==> config.mk <==
export PLATFORM = sky130hd
export DESIGN_NAME = otter_fetch_queue_flat
export DESIGN_NICKNAME = d
export VERILOG_FILES = /design/src/rtl/otter_pkg.sv /design/src/rtl/otter_fetch_queue_if.sv /design/src/rtl/otter_sync_fifo.sv /design/src/rtl/otter_fetch_queue.sv /design/src/flat_wrapper.sv
export SDC_FILE = /design/constraint.sdc
export NUM_CORES = 1
export LEC_CHECK = 0
export CAP_MARGIN = 20
export CORE_MARGIN = 4
export CORE_UTILIZATION = 59
export CTS_CLUSTER_DIAMETER = 60
export DETAILED_ROUTE_END_ITERATION = 8
export PLACE_DENSITY_LB_ADDON = 0.3
export SYNTH_ARGS = -nofsm -noshare
export SYNTH_HDL_FRONTEND = slang
export SYNTH_SLANG_ARGS = --single-unit
==> constraint.sdc <==
create_clock -name CLK -period 7.2 [get_ports CLK]
set_input_delay 0.72 -clock CLK [delete_from_list [all_inputs] [get_ports CLK]]
set_output_delay 0.72 -clock CLK [all_outputs]
set_load 0.05 [all_outputs]
==> src/rtl/otter_pkg.sv <==
// rtl/otter_pkg.sv - shared OTTER types and constants
package otter_pkg;

    localparam logic [31:0] RESET_PC = 32'h0000_0000;

    typedef enum logic [6:0] {
        OP_LUI    = 7'b0110111,
        OP_AUIPC  = 7'b0010111,
        OP_JAL    = 7'b1101111,
        OP_JALR   = 7'b1100111,
        OP_BRANCH = 7'b1100011,
        OP_LOAD   = 7'b0000011,
        OP_STORE  = 7'b0100011,
        OP_IMM    = 7'b0010011,
        OP_REG    = 7'b0110011,
        OP_SYSTEM = 7'b1110011
    } opcode_t;

    // One fetched pair; slot-1 PC is implicitly pc + 4.
    typedef struct packed {
        logic [31:0] pc;
        logic [31:0] ir;
        logic [31:0] ir_2;
    } fetch_entry_t;

endpackage

==> src/rtl/otter_fetch_queue_if.sv <==
// rtl/otter_fetch_queue_if.sv - fetch stage bus: memory port, decode handshake, redirect
interface otter_fetch_queue_if;
    logic        redirect;
    logic [31:0] redirect_pc;
    logic        imem_rd;
    logic [31:0] imem_addr1;
    logic [31:0] imem_addr2;
    logic [31:0] imem_dout1;
    logic [31:0] imem_dout2;
    logic        de_valid;
    logic        de_ready;
    logic [31:0] de_pc;
    logic [31:0] de_ir;
    logic [31:0] de_ir_2;

    modport master (
        input  redirect, redirect_pc, imem_dout1, imem_dout2, de_ready,
        output imem_rd, imem_addr1, imem_addr2, de_valid, de_pc, de_ir, de_ir_2
    );

    modport slave (
        output redirect, redirect_pc, imem_dout1, imem_dout2, de_ready,
        input  imem_rd, imem_addr1, imem_addr2, de_valid, de_pc, de_ir, de_ir_2
    );
endinterface

==> src/rtl/otter_sync_fifo.sv <==
// rtl/otter_sync_fifo.sv - synchronous FIFO with flush; head reads zero when empty
module otter_sync_fifo #(
    parameter int WIDTH = 96,
    parameter int DEPTH = 4
) (
    input  logic                     CLK,
    input  logic                     RESET,
    input  logic                     push,
    input  logic [WIDTH-1:0]         push_data,
    input  logic                     pop,
    input  logic                     flush,
    output logic [WIDTH-1:0]         head_data,
    output logic [$clog2(DEPTH):0]   count,
    output logic                     full,
    output logic                     empty
);
    localparam int AW = $clog2(DEPTH);
    localparam int CW = AW + 1;

    logic [WIDTH-1:0] mem [DEPTH];
    logic [AW-1:0]    wr_ptr;
    logic [AW-1:0]    rd_ptr;
    logic             do_push;
    logic             do_pop;

    assign empty   = (count == '0);
    assign full    = (count == CW'(DEPTH));
    assign do_push = push && !flush;
    assign do_pop  = pop && !flush && !empty;

    always_ff @(posedge CLK) begin
        if (RESET || flush) begin
            wr_ptr <= '0;
            rd_ptr <= '0;
            count  <= '0;
        end else begin
            if (do_push) wr_ptr <= wr_ptr + AW'(1);
            if (do_pop)  rd_ptr <= rd_ptr + AW'(1);
            if (do_push && !do_pop)
                count <= count + CW'(1);
            else if (!do_push && do_pop)
                count <= count - CW'(1);
        end
    end

    always_ff @(posedge CLK) begin
        if (do_push) mem[wr_ptr] <= push_data;
    end

    assign head_data = empty ? '0 : mem[rd_ptr];

endmodule

==> src/rtl/otter_fetch_queue.sv <==
// rtl/otter_fetch_queue.sv - dual-issue fetch: PC, credit-based requests, pair queue, redirect squash
module otter_fetch_queue #(
    parameter int          DEPTH    = 4,
    parameter logic [31:0] RESET_PC = otter_pkg::RESET_PC
) (
    input  logic              CLK,
    input  logic              RESET,
    otter_fetch_queue_if.master bus
);
    import otter_pkg::*;

    localparam int CW = $clog2(DEPTH) + 1;

    logic [31:0]   fetch_pc;
    logic [31:0]   req_pc;
    logic          inflight;
    logic [CW-1:0] count;
    logic          fifo_full;
    logic          fifo_empty;
    logic          issue;
    logic          push;
    logic          pop;
    fetch_entry_t  push_entry;
    fetch_entry_t  head_entry;

    // Credit counts the outstanding response so the queue can never overflow;
    // a pop in the same cycle is deliberately not credited.
    assign bus.imem_rd    = !RESET && ((count + CW'(inflight)) < CW'(DEPTH));
    assign bus.imem_addr1 = fetch_pc;
    assign bus.imem_addr2 = fetch_pc + 32'd4;

    assign issue = bus.imem_rd && !bus.redirect;
    assign push  = inflight && !bus.redirect;
    assign pop   = bus.de_valid && bus.de_ready && !bus.redirect;

    always_ff @(posedge CLK) begin
        if (RESET) begin
            fetch_pc <= RESET_PC;
            req_pc   <= '0;
            inflight <= 1'b0;
        end else if (bus.redirect) begin
            fetch_pc <= bus.redirect_pc;
            inflight <= 1'b0;
        end else begin
            inflight <= issue;
            if (issue) begin
                fetch_pc <= fetch_pc + 32'd8;
                req_pc   <= fetch_pc;
            end
        end
    end

    always_ff @(posedge CLK) begin
        if (!RESET) assert (!(push && fifo_full));
    end

    assign push_entry = '{pc: req_pc, ir: bus.imem_dout1, ir_2: bus.imem_dout2};

    otter_sync_fifo #(
        .WIDTH ($bits(fetch_entry_t)),
        .DEPTH (DEPTH)
    ) u_queue (
        .CLK       (CLK),
        .RESET     (RESET),
        .push      (push),
        .push_data (push_entry),
        .pop       (pop),
        .flush     (bus.redirect),
        .head_data (head_entry),
        .count     (count),
        .full      (fifo_full),
        .empty     (fifo_empty)
    );

    assign bus.de_valid = !fifo_empty;
    assign bus.de_pc    = head_entry.pc;
    assign bus.de_ir    = head_entry.ir;
    assign bus.de_ir_2  = head_entry.ir_2;

endmodule

==> src/flat_wrapper.sv <==
// flat-port wrapper written by rule: the top's interface ports become plain ports
module otter_fetch_queue_flat import otter_pkg::*;
#(
    parameter int          DEPTH    = 4,
    parameter logic [31:0] RESET_PC = otter_pkg::RESET_PC
)
  (CLK, RESET, bus_redirect, bus_redirect_pc, bus_imem_dout1, bus_imem_dout2, bus_de_ready, bus_imem_rd, bus_imem_addr1, bus_imem_addr2, bus_de_valid, bus_de_pc, bus_de_ir, bus_de_ir_2);
  otter_fetch_queue_if bus_i ();
  input  logic CLK;
  input  logic RESET;
  input wire logic [$bits(bus_i.redirect)-1:0] bus_redirect;
  input wire logic [$bits(bus_i.redirect_pc)-1:0] bus_redirect_pc;
  input wire logic [$bits(bus_i.imem_dout1)-1:0] bus_imem_dout1;
  input wire logic [$bits(bus_i.imem_dout2)-1:0] bus_imem_dout2;
  input wire logic [$bits(bus_i.de_ready)-1:0] bus_de_ready;
  output wire logic [$bits(bus_i.imem_rd)-1:0] bus_imem_rd;
  output wire logic [$bits(bus_i.imem_addr1)-1:0] bus_imem_addr1;
  output wire logic [$bits(bus_i.imem_addr2)-1:0] bus_imem_addr2;
  output wire logic [$bits(bus_i.de_valid)-1:0] bus_de_valid;
  output wire logic [$bits(bus_i.de_pc)-1:0] bus_de_pc;
  output wire logic [$bits(bus_i.de_ir)-1:0] bus_de_ir;
  output wire logic [$bits(bus_i.de_ir_2)-1:0] bus_de_ir_2;
  assign bus_i.redirect = bus_redirect;
  assign bus_i.redirect_pc = bus_redirect_pc;
  assign bus_i.imem_dout1 = bus_imem_dout1;
  assign bus_i.imem_dout2 = bus_imem_dout2;
  assign bus_i.de_ready = bus_de_ready;
  assign bus_imem_rd = bus_i.imem_rd;
  assign bus_imem_addr1 = bus_i.imem_addr1;
  assign bus_imem_addr2 = bus_i.imem_addr2;
  assign bus_de_valid = bus_i.de_valid;
  assign bus_de_pc = bus_i.de_pc;
  assign bus_de_ir = bus_i.de_ir;
  assign bus_de_ir_2 = bus_i.de_ir_2;
  otter_fetch_queue #(.DEPTH(DEPTH), .RESET_PC(RESET_PC)) u_core (.CLK(CLK), .RESET(RESET), .bus(bus_i));
endmodule
Word level (Yosys, flattened, before mapping)
Memory sizes are Yosys's and may differ from the RTL's. A register that Yosys moved wholly into a read port is not among the register bits.
Index checks and enable logic that the tools add are counted.
- bits in registers: 72
- RAM bits: 384
- input bits: 100
- output and inout port bits: 162
- memories: 1
- memory list (name ; depth ; width ; read ports ; clocked after Yosys merged registers in ; write ports ; RTL line ; source):
    u_core.u_queue.mem ; 4 ; 96 ; 1 ; 1 ; 1 ; otter_sync_fifo.sv:20 ; logic [WIDTH-1:0] mem [DEPTH];
- add/sub/neg operators: 7
- magnitude comparators: 1
- muxes and demuxes: 9
- bitwise operators: 1
- reduce and logical (&&, ||, !) cells: 21
- operator list (kind ; number):
    $mux W96 ; 1
    $mux W32 ; 2
    $add A32 B3 Y32 const B ; 1
    $add A32 B4 Y32 const B ; 1
    $logic_and A1 B1 Y1 ; 10
    $mux W3 ; 2
    $logic_not A1 Y1 ; 5
    $add A2 B1 Y2 const B ; 2
    $mux W2 ; 2
    $reduce_bool A2 Y1 ; 2
    $add A3 B1 Y3 ; 1
    $add A3 B1 Y3 const B ; 1
    $logic_not A3 Y1 ; 1
    $lt A3 B3 Y1 const B ; 1
    $sub A3 B1 Y3 const B ; 1
    $mux W1 ; 2
    $reduce_and A2 Y1 ; 1
    $reduce_or A2 Y1 ; 1
    $logic_or A1 B1 Y1 ; 1
    $not A1 Y1 ; 1

Logic depth before layout (Yosys ltp)
Gate-level depths: netlist of run 1.
- depth in word-level cells: 9
- depth in mapped cells: 10
- depth with buffers taken out: 8

Modules after synthesis
Synthesis of run 1 repeated with hierarchy kept, for this count alone.
- cell total of the unflattened synthesis: 1102
- area total of the unflattened synthesis: 18516.5 um^2
- modules (own cells, without submodules) (module ; instances ; cells an instance ; area an instance (um^2) ; sequential area each (um^2)):
    otter_sync_fifo ; 1 ; 656 ; 14934.3 ; 11711.2
    otter_fetch_queue ; 1 ; 446 ; 3582.2 ; 1301.2

Least setup slack after synthesis of run 1
Ideal clock, no wire load.
- path type: in2reg
- start: in bus_redirect
- end: mem u_core.u_queue.mem[0][0] (enable)
- library setup time: 0.466 ns
- arrival: 3.182 ns
- slack: 3.552 ns
- stages on the path: 2
- path buffers: 0
- cell sequence: nor2b_1 and2_1
- longest elaborated chain between the ends: 5
- RTL lines (element ; RTL line ; source):
    from (decl) ; flat_wrapper.sv:11 ; input wire logic [$bits(bus_i.redirect)-1:0] bus_redirect;
    $logic_not A1 Y1 * ; otter_sync_fifo.sv:28, otter_fetch_queue.sv:33 ;
    $logic_and A1 B1 Y1 ; otter_fetch_queue.sv:33 ; assign push = inflight && !bus.redirect;
    $logic_and A1 B1 Y1 * ; otter_sync_fifo.sv:28 ; assign do_push = push && !flush;
    $mux W1 * ; otter_sync_fifo.sv:47 ; if (do_push) mem[wr_ptr] <= push_data;
    $mux W1 (not written as such) * ; otter_sync_fifo.sv:47 ;
    to (decl) ; otter_sync_fifo.sv:20 ;
Every way passes the cells marked *; elsewhere a longest branch is shown, timed or not.

==> impl_metrics.ini, run 1 <==
[final_layout]
fin_util_pct = 73.49
area_delta_synth_final_pct = 22.07
fin_nets = 1460
fillers = 1870
antenna_cells = 0
drive_gt1_share_pct = 13.22

[synthesis]
synth_top_area_cell = edfxtp_1
ys_types = 57
yosys_register_bits = 458
synthMostInstantiatedCell = edfxtp_1
synth_edf_count = 384
syn_avg_cell_area_um2 = 16.60
synthTopCellsByCount = edfxtp_1 (384), and2_1 (100), mux4_2 (96)
ys_seq_area_share_pct = 70.29
synth_area_leaders = edfxtp_1 (62%), mux4_2 (12%), dfxtp_1 (8.0%)
syn_nets = 1223
synth-async-reset-ratio_pct = 0
synthFlopType = edfxtp_1
syn_inst = 1115
synthDominantCellAreaShare_pct = 62.29
yosysWarnings = 0
netlist_area_um2 = 18510

[power_and_ir_drop]
irDropWorstVdd_mv = 0.1552
p_leak_nw = 7.329
power_density_nw_per_um2 = 248.8

[timing]
slew_headroom_pct = 28.65
fin_tns_setup_ns = 0
setup_violations = 0
worst_slew_pin_slew_ns = 1.067
hold-worst-slack_ns = 0.4987
max_freq_ghz = 0.2269
timing.final.crit_share_pct = 61.22
fin_worst_skew_ns = 0.01410
drv_slew = 0
grt_setup_unrepaired = false
period_minus_slack_ns = 4.408
finalHoldViolCount = 0

[worst_setup_path]
worst_setup_path_end_kind = primary output
path_class = flop to primary output
startpoint_type = flop
worstPathRequired_ns = 6.48
arrival_ns = 3.69
crit_fanout = 43
path_cells = buf_4 > mux4_2 > and2_1 > clkdlybuf4s50_1
worst_path_max_delay_cell = dfxtp_4
critPathMaxStageDelay_ns = 0.95

[clock_network]
postCtsSetupBuffers = 0
clock_sinks = 458
cts_buffers = 43
ctsResizeCount = 0
clkLatencyLatePin_ns = 0.53
path_clk_slew_ns = 0.06
cts.path.max_buffers = 3
cts_tree = done
root_buffer = clkbuf_16
htree_levels = 2
cts_hold_buf = 0

[route]
first_pass_iters = 5
wl_mm = 40.73
wire_per_inst_um = 22.88
drt_iter0_markers = 945
route.detailed.drc = 0
vias = 10470
detail_route.vias_per_cell = 5.884
ant_nets = 0

[global_route]
grt_max_degree = 101
grt_antenna_before_repair = 1
grt_pass1_vias = 10840
grt-ovfl-total = 0
grt_pass1_wl_mm = 63.21
grt_usage_pct = 23.88

[die]
die_x_um = 185.1
coreArea_um2 = 30750
die_h_um = 185.1
initial_utilization_pct = 60.21
ioPinCount = 262
die_area_um2 = 34280
rows = 64

[placement]
place_congestion = 0.8296
io_buffers = 261
dp_hpwl_mm = 24.39

[job]
cap_violations = 0

[worst_hold_path]
hold_path_class = flop to flop

[status]
status = finished, final reports clean
[through the flow]
stage	setup slack, ns	std cells	total power, W	area, µm²
final	2.792	1780	0.005622	22600
after global routing	2.506	1780	0.005810	22600
after CTS	2.688	1780	0.005655	22600
after detailed placement	3.328	1703	0.003545	21260
after global placement	3.360	1703	0.003536	21260
after floorplan	3.552	1115	0.003336	18510
[critical path, delay by kind of cell, from the launching register on]
family / cells / cell delay [ns]
AND/OR/NAND/NOR: 1 / 0.23
buffers and inverters: 2 / 1.33
flip-flops: 1 / 0.95
multiplexers: 1 / 0.61
[cell usage in the layout, fill, tap and decap left out, types with 5 or more instances in the layout]
master           instances
xor2_1                  30
mux2i_1                  7
clkinv_2                 6
edfxtp_1               384
and2_1                  96
xnor2_1                 22
inv_1                    9
ha_1                     7
a21oi_1                 35
and2_4                   5
and3_1                   5
clkinv_1                 9
nor3_1                  12
nor2_1                  43
clkbuf_1                11
nand3_1                 21
o21ai_0                  5
a211oi_1                15
nand4_1                 19
nand2_1                 93
nor4_1                   8
clkbuf_16               46
clkdlybuf4s50_1        260
dfxtp_1                 72
mux4_2                  96
buf_4                   11
[per-layer routing]
| metal | GRT usage [%] | part of all wire, % | vias to the layer above |
|---|---|---|---|
| li1 | - | - | 4715 |
| met1 | 33.98 | 41 | 5239 |
| met2 | 38.72 | 49 | 463 |
| met3 | 5.617 | 8.3 | 55 |
| met4 | 4.991 | 1.6 | 2 |
| met5 | 0 | 0.032 | - |
[state kept, by name, indices dropped and copies added, names as in the netlist, named ones only]
name,flops
u_core.u_queue.mem,384
u_core.u_queue.count,3
u_core.req_pc,32
u_core.inflight,1
u_core.u_queue.wr_ptr,2
u_core.bus.imem_addr1,32
u_core.u_queue.rd_ptr,2
[report_power, final]
part	leakage [nW]	switching [W]	internal, W
combinational	2.49	0.000328	0.000201
clock	0.653	0.000902	0.00123
sequential	4.19	0.0000551	0.00291
total	7.33	0.00128	0.00434
[logic make-up (layout without fill, tap and decap cells)]
kind of cell | after synthesis | after routing | share of synthesized area [%]
mux | 103 | 103 | 12.06
simple gates | 330 | 330 | 9.415
flops | 458 | 458 | 70.29
compound gates | 72 | 72 | 2.420
fa+ha+maj | 8 | 8 | 0.5812
xor+xnor | 53 | 53 | 2.548
buf+inv | 91 | 360 | 2.690
[area by class of cell]
cell class	instances	area [µm²]	share of cell area [%]
inverter	11	41.29	0.1827
tap	396	495.5	2.192
multi-input combinational	566	5017	22.20
clock inverter	17	101.3	0.4485
clock buffer	60	1234	5.459
timing repair buffer	272	2690	11.90
sequential	458	13020	57.61
[worst paths after layout]
check / start / endpoint / slack (ns) / cells after the start
min reg2reg: u_core.req_pc[13] / u_core.req_pc[13] / 0.50 / 2
min: u_core.req_pc[13] / u_core.req_pc[13] / 0.50 / 2
max: flop / bus_de_pc[16] / 2.79 / 4
max reg2reg: u_core.u_queue.count[0] / u_core.u_queue.count[2] / 4.53 / 8
Note: power is estimated with default switching activity, not from simulation.
==> run 2: changes to the inputs <==
--- a/config.mk
+++ b/config.mk
@@ -7,7 +7,7 @@
 export LEC_CHECK = 0
 export CAP_MARGIN = 20
 export CORE_MARGIN = 4
-export CORE_UTILIZATION = 59
+export CORE_UTILIZATION = 55
 export CTS_CLUSTER_DIAMETER = 60
 export DETAILED_ROUTE_END_ITERATION = 8
 export PLACE_DENSITY_LB_ADDON = 0.3
==> constraint.sdc (replaced) <==
create_clock -name CLK -period 4.4 [get_ports CLK]
set_input_delay 0.44 -clock CLK [delete_from_list [all_inputs] [get_ports CLK]]
set_output_delay 0.44 -clock CLK [all_outputs]
set_load 0.05 [all_outputs]
==> impl_metrics.ini, run 2 (same netlist as run 1, synthesis figures left out) <==
[route]
detail_route.vias_per_cell = 5.670
met3WireLength_mm = 3.251
wire_per_inst_um = 21.60
highest_layer = met5
m1WireLength_mm = 16.64
vias = 10510
route.detailed.drc = 0
drt_iter0_markers = 846
first_pass_iters = 6
wl_mm = 40.05
ant_nets = 0
wl_met2_mm = 19.35

[final_layout]
regMostFlops = u_core.u_queue.mem
largest_reg_flops = 384
area_delta_synth_final_pct = 23.95
final_area_um2 = 22950
final_common_cell = edfxtp_1
fin_nets = 1480
mostFrequentLayoutCells = edfxtp_1 (384), clkdlybuf4s50_1 (260), mux4_2 (96), and2_1 (96), nand2_1 (93)
drive_gt1_share_pct = 14.40
stdcell_count = 1854
fin_util_pct = 69.82

[placement]
placedCellCount = 1765
place_congestion = 0.8745
io_buffers = 261
dp_hpwl_mm = 25.07
placed_area_um2 = 21490

[clock_network]
htree_levels = 2
clkLatencyLatePin_ns = 0.53
cts_hold_buf = 0
cts_tree = done
cts_buffers = 47
cts.path.max_buffers = 3
clock_sinks = 458
ctsResizeCount = 0
postCtsSetupBuffers = 0
path_clk_slew_ns = 0.06
root_buffer = clkbuf_16

[power_and_ir_drop]
p_leak_nw = 7.477
irDropWorstVdd_mv = 0.2467
power_density_nw_per_um2 = 409.8

[global_route]
grt_pass1_wl_mm = 62.11
grt_pass1_vias = 10850
grt_antenna_before_repair = 3
grt-ovfl-total = 0
grt_usage_pct = 21.90
grt_max_degree = 101

[timing]
fin_worst_skew_ns = 0.01366
worst_slew_pin_slew_ns = 1.047
period_minus_slack_ns = 3.839
timing.final.crit_share_pct = 87.25
max_freq_ghz = 0.2605
slew_headroom_pct = 30.20
setup_violations = 0
drv_slew = 0
grt_setup_unrepaired = false
fin_tns_setup_ns = 0
finalHoldViolCount = 0

[worst_setup_path]
r2r_start = u_core.u_queue.count[0]
r2r_slack_ns = 1.74
startpoint_type = flop
crit_fanout = 7
worst_r2r_endpoint = u_core.u_queue.count[2]
r2r_cells = 8
worst_setup_path_end_kind = primary output
worstPathRequired_ns = 3.96
path_class = flop to primary output
critPathMaxStageDelay_ns = 0.82
path_common_cell = nor2_1
path_cells = ha_1 > nand3_1 > nor2_1 > nand4_1 > nor2_1 > xor2_1 > clkdlybuf4s50_1
arrival_ns = 3.40
worst_path_max_delay_cell = clkdlybuf4s50_1

[die]
ioPinCount = 262
die_area_um2 = 36660
rows = 66
die_h_um = 191.5
die_x_um = 191.5
initial_utilization_pct = 56.33
coreArea_um2 = 32870

[worst_hold_path]
hold_depth = 3
hold_path_class = input pin to flop
whs_endpoint = u_core.bus.imem_addr1[3]
hp-start = bus_redirect_pc[3]

[status]
status = finished, final reports clean

[job]
cap_violations = 0
run 2: critical path: cells and delay by family, from the launching register on:
kind | cells | cell delay (ns)
and+or+nand+nor | 4 | 1.18
buffers and inverters | 1 | 0.82
DFF | 1 | 0.45
adders and majority gates | 1 | 0.25
xor gates and xnor gates | 1 | 0.16
run 2: layout make-up:
cell class	instances	area [µm²]
Fill cell	2186	9920
Timing Repair Buffer	288	2860
Multi-Input combinational cell	566	5017
Sequential cell	458	13020
Antenna cell	2	5.005
Clock inverter	22	163.9
Inverter	11	41.29
Tap cell	442	553.0
Clock buffer	65	1286
run 2: through the flow:
stage / total power, W / setup WS (ns) / hold slack, ns
detailed placement: 0.005807 / 1.158 / 0.4920
global route: 0.009747 / 0.3249 / 0.4591
finish: 0.009403 / 0.5612 / 0.4739
global placement: 0.005794 / 1.223 / 0.4774
floorplan: 0.005459 / 1.032 / 0.4600
CTS: 0.009478 / 0.5704 / 0.4467
run 2: worst max-delay path by stage:
stage | start | end | slack [ns] | depth (start not counted)
after floorplan | bus_redirect | u_core.u_queue.mem[0][0] | 1.03 | 2
after global placement | u_core.bus.imem_addr1[8] | bus_imem_addr2[22] | 1.22 | 6
after detailed placement | u_core.bus.imem_addr1[4] | bus_imem_addr2[25] | 1.16 | 7
after CTS | u_core.bus.imem_addr1[8] | bus_imem_addr2[30] | 0.57 | 6
after global routing | u_core.bus.imem_addr1[4] | bus_imem_addr2[27] | 0.32 | 7
final | u_core.bus.imem_addr1[4] | bus_imem_addr2[25] | 0.56 | 7
run 2: per-layer routing:
metal | GRT usage [%] | up-vias
met4 | 5.083 | 2
met3 | 5.113 | 60
met2 | 35.12 | 437
li1 | - | 4774
met5 | 0 | -
met1 | 31.10 | 5240
run 2: power breakdown:
| part | internal, W | leakage [nW] | switching (W) |
|---|---|---|---|
| clock | 0.00216 | 0.705 | 0.00152 |
| sequential | 0.00476 | 4.19 | 0.0000866 |
| combinational | 0.000334 | 2.58 | 0.000539 |
| total | 0.00726 | 7.48 | 0.00215 |
==> run 3: changes to the inputs <==
--- a/config.mk
+++ b/config.mk
@@ -10,7 +10,9 @@
 export CORE_UTILIZATION = 55
 export CTS_CLUSTER_DIAMETER = 60
 export DETAILED_ROUTE_END_ITERATION = 8
+export GPL_TIMING_DRIVEN = 0
 export PLACE_DENSITY_LB_ADDON = 0.3
 export SYNTH_ARGS = -nofsm -noshare
 export SYNTH_HDL_FRONTEND = slang
+export SYNTH_HIERARCHICAL = 1
 export SYNTH_SLANG_ARGS = --single-unit
==> impl_metrics.ini, run 3 <==
[final_layout]
largest_reg_flops = 384
drive_gt1_share_pct = 16.38
mostFrequentLayoutCells = edfxtp_1 (384), clkdlybuf4s50_1 (261), nor2b_1 (99)
fin_nets = 1521
final_area_um2 = 23210
regMostFlops = u_core/u_queue/mem
final_common_cell = edfxtp_1
area_delta_synth_final_pct = 25.41
fillers = 2206
fin_util_pct = 70.63

[worst_setup_path]
crit_fanout = 8
critPathMaxStageDelay_ns = 0.83
worst_setup_path_end_kind = primary output
cp-startpoint = u_core/bus.imem_addr1[3]
crit_buf_inv = 2
r2r_start = u_core/u_queue/count[2]
path_class = flop to primary output
worst_path_max_delay_cell = clkdlybuf4s50_1
arrival_ns = 3.73
cp_top_family = simple AND/OR/NAND/NOR gates
worstPathRequired_ns = 3.96
startpoint_type = flop
path_cells = ha_1 > and4_1 > nand3b_4 > or2_2 > clkbuf_1 > nor3_1 > xor2_1 > clkdlybuf4s50_1

[timing]
max_freq_ghz = 0.2400
timing.final.crit_share_pct = 94.69
slew_headroom_pct = 37.64
finalHoldViolCount = 0
grt_setup_unrepaired = false
worst_slew_pin_slew_ns = 0.9355
fin_worst_skew_ns = 0.01406
layout_setup_ws_ns = 0.2338
setup_violations = 0
hold-worst-slack_ns = 0.4985
period_minus_slack_ns = 4.166
drv_slew = 0

[die]
rows = 66
die_h_um = 191.4
coreArea_um2 = 32870
initial_utilization_pct = 56.32
ioPinCount = 262
die_x_um = 191.4
die_area_um2 = 36650

[global_route]
grt_pass1_vias = 11280
grt_pass1_wl_mm = 66.25
grt_antenna_before_repair = 0
grt-ovfl-total = 0
grt_usage_pct = 23.84
grt_max_degree = 58

[power_and_ir_drop]
p_leak_nw = 7.407
irDropWorstVdd_mv = 0.2595
power_density_nw_per_um2 = 391.9
finalPower_w = 0.009098

[clock_network]
postCtsSetupBuffers = 0
htree_levels = 2
root_buffer = clkbuf_16
clkLatencyLatePin_ns = 0.53
cts_tree = done
cts_hold_buf = 0
path_clk_slew_ns = 0.06
clock_sinks = 458
cts.path.max_buffers = 3
ctsResizeCount = 0
cts_buffers = 45

[route]
ant_nets = 0
detail_route.vias_per_cell = 5.633
drt_iter0_markers = 812
route.detailed.drc = 0
vias = 10650
wl_mm = 42.83
wire_per_inst_um = 22.66
first_pass_iters = 4

[worst_hold_path]
hp-start = bus_redirect_pc[19]
hold_path_class = input pin to flop

[synthesis]
syn_avg_cell_area_um2 = 16.81
syn_inst = 1101
netlist_area_um2 = 18510
yosysWarnings = 6
syn_nets = 1209

[placement]
placed_area_um2 = 21790
dp_hpwl_mm = 28.56
place_congestion = 0.9018
pre_cts_slack_ns = 0.5165
io_buffers = 261

[status]
status = finished, final reports clean

[job]
cap_violations = 0
run 3: worst reg2reg max path: stages, from the launching register on:
cell	delay (ns)
dfxtp_1	0.41
nor3_4	0.73
clkbuf_1	0.40
inv_1	0.19
and3_1	0.23
o31ai_1	0.11
or2_2	0.19
ha_1	0.19
inv_1	0.07
fa_1	0.37
xor2_1	0.15
or3_1	0.31
a21oi_1	0.14
run 3: power by group:
part	internal, W	switching, W
sequential	0.00474	0.0000514
clock	0.00209	0.00153
combinational	0.000259	0.000434
total	0.00709	0.00201
run 3: area by class of cell:
| type | instances | area, µm² | share of cell area, % |
|---|---|---|---|
| sequential | 458 | 13010 | 56.06 |
| antenna | 1 | 2.502 | 0.01078 |
| timing repair buffer | 265 | 2723 | 11.73 |
| multi-input combinational | 558 | 5077 | 21.87 |
| buffer | 74 | 387.9 | 1.671 |
| clock buffer | 54 | 1212 | 5.223 |
| tap | 442 | 553.0 | 2.382 |
| inverter | 11 | 41.29 | 0.1779 |
| clock inverter | 27 | 202.7 | 0.8732 |
run 3: metal layers:
layer  vias up  global-route usage (%)  wire, µm
met1      5289                   32.91     17840
met2       456                   39.52     20740
met4         0                   5.829       984
met3        61                   5.004      3269
li1       4840                       -         -
met5         -                       0         0
run 3: path summary, 6_finish.rpt:
kind,endpoint,slack (ns),cells after the start
worst max register to register,u_core/u_queue/count[2],0.85,12
worst min-delay path,u_core/bus.imem_addr1[19],0.50,3
worst max-delay path,bus_imem_addr2[27],0.23,8
worst min register to register,u_core/req_pc[7],0.51,2
run 3: per-stage QoR:
| step | setup TNS [ns] | std cells |
|---|---|---|
| 2_1_floorplan | 0 | 1101 |
| 5_1_grt | 0 | 1889 |
| 4_1_cts | 0 | 1889 |
| 6_report | 0 | 1890 |
| 3_3_place_gp | -864.37 | 1804 |
| 3_5_place_dp | 0 | 1808 |
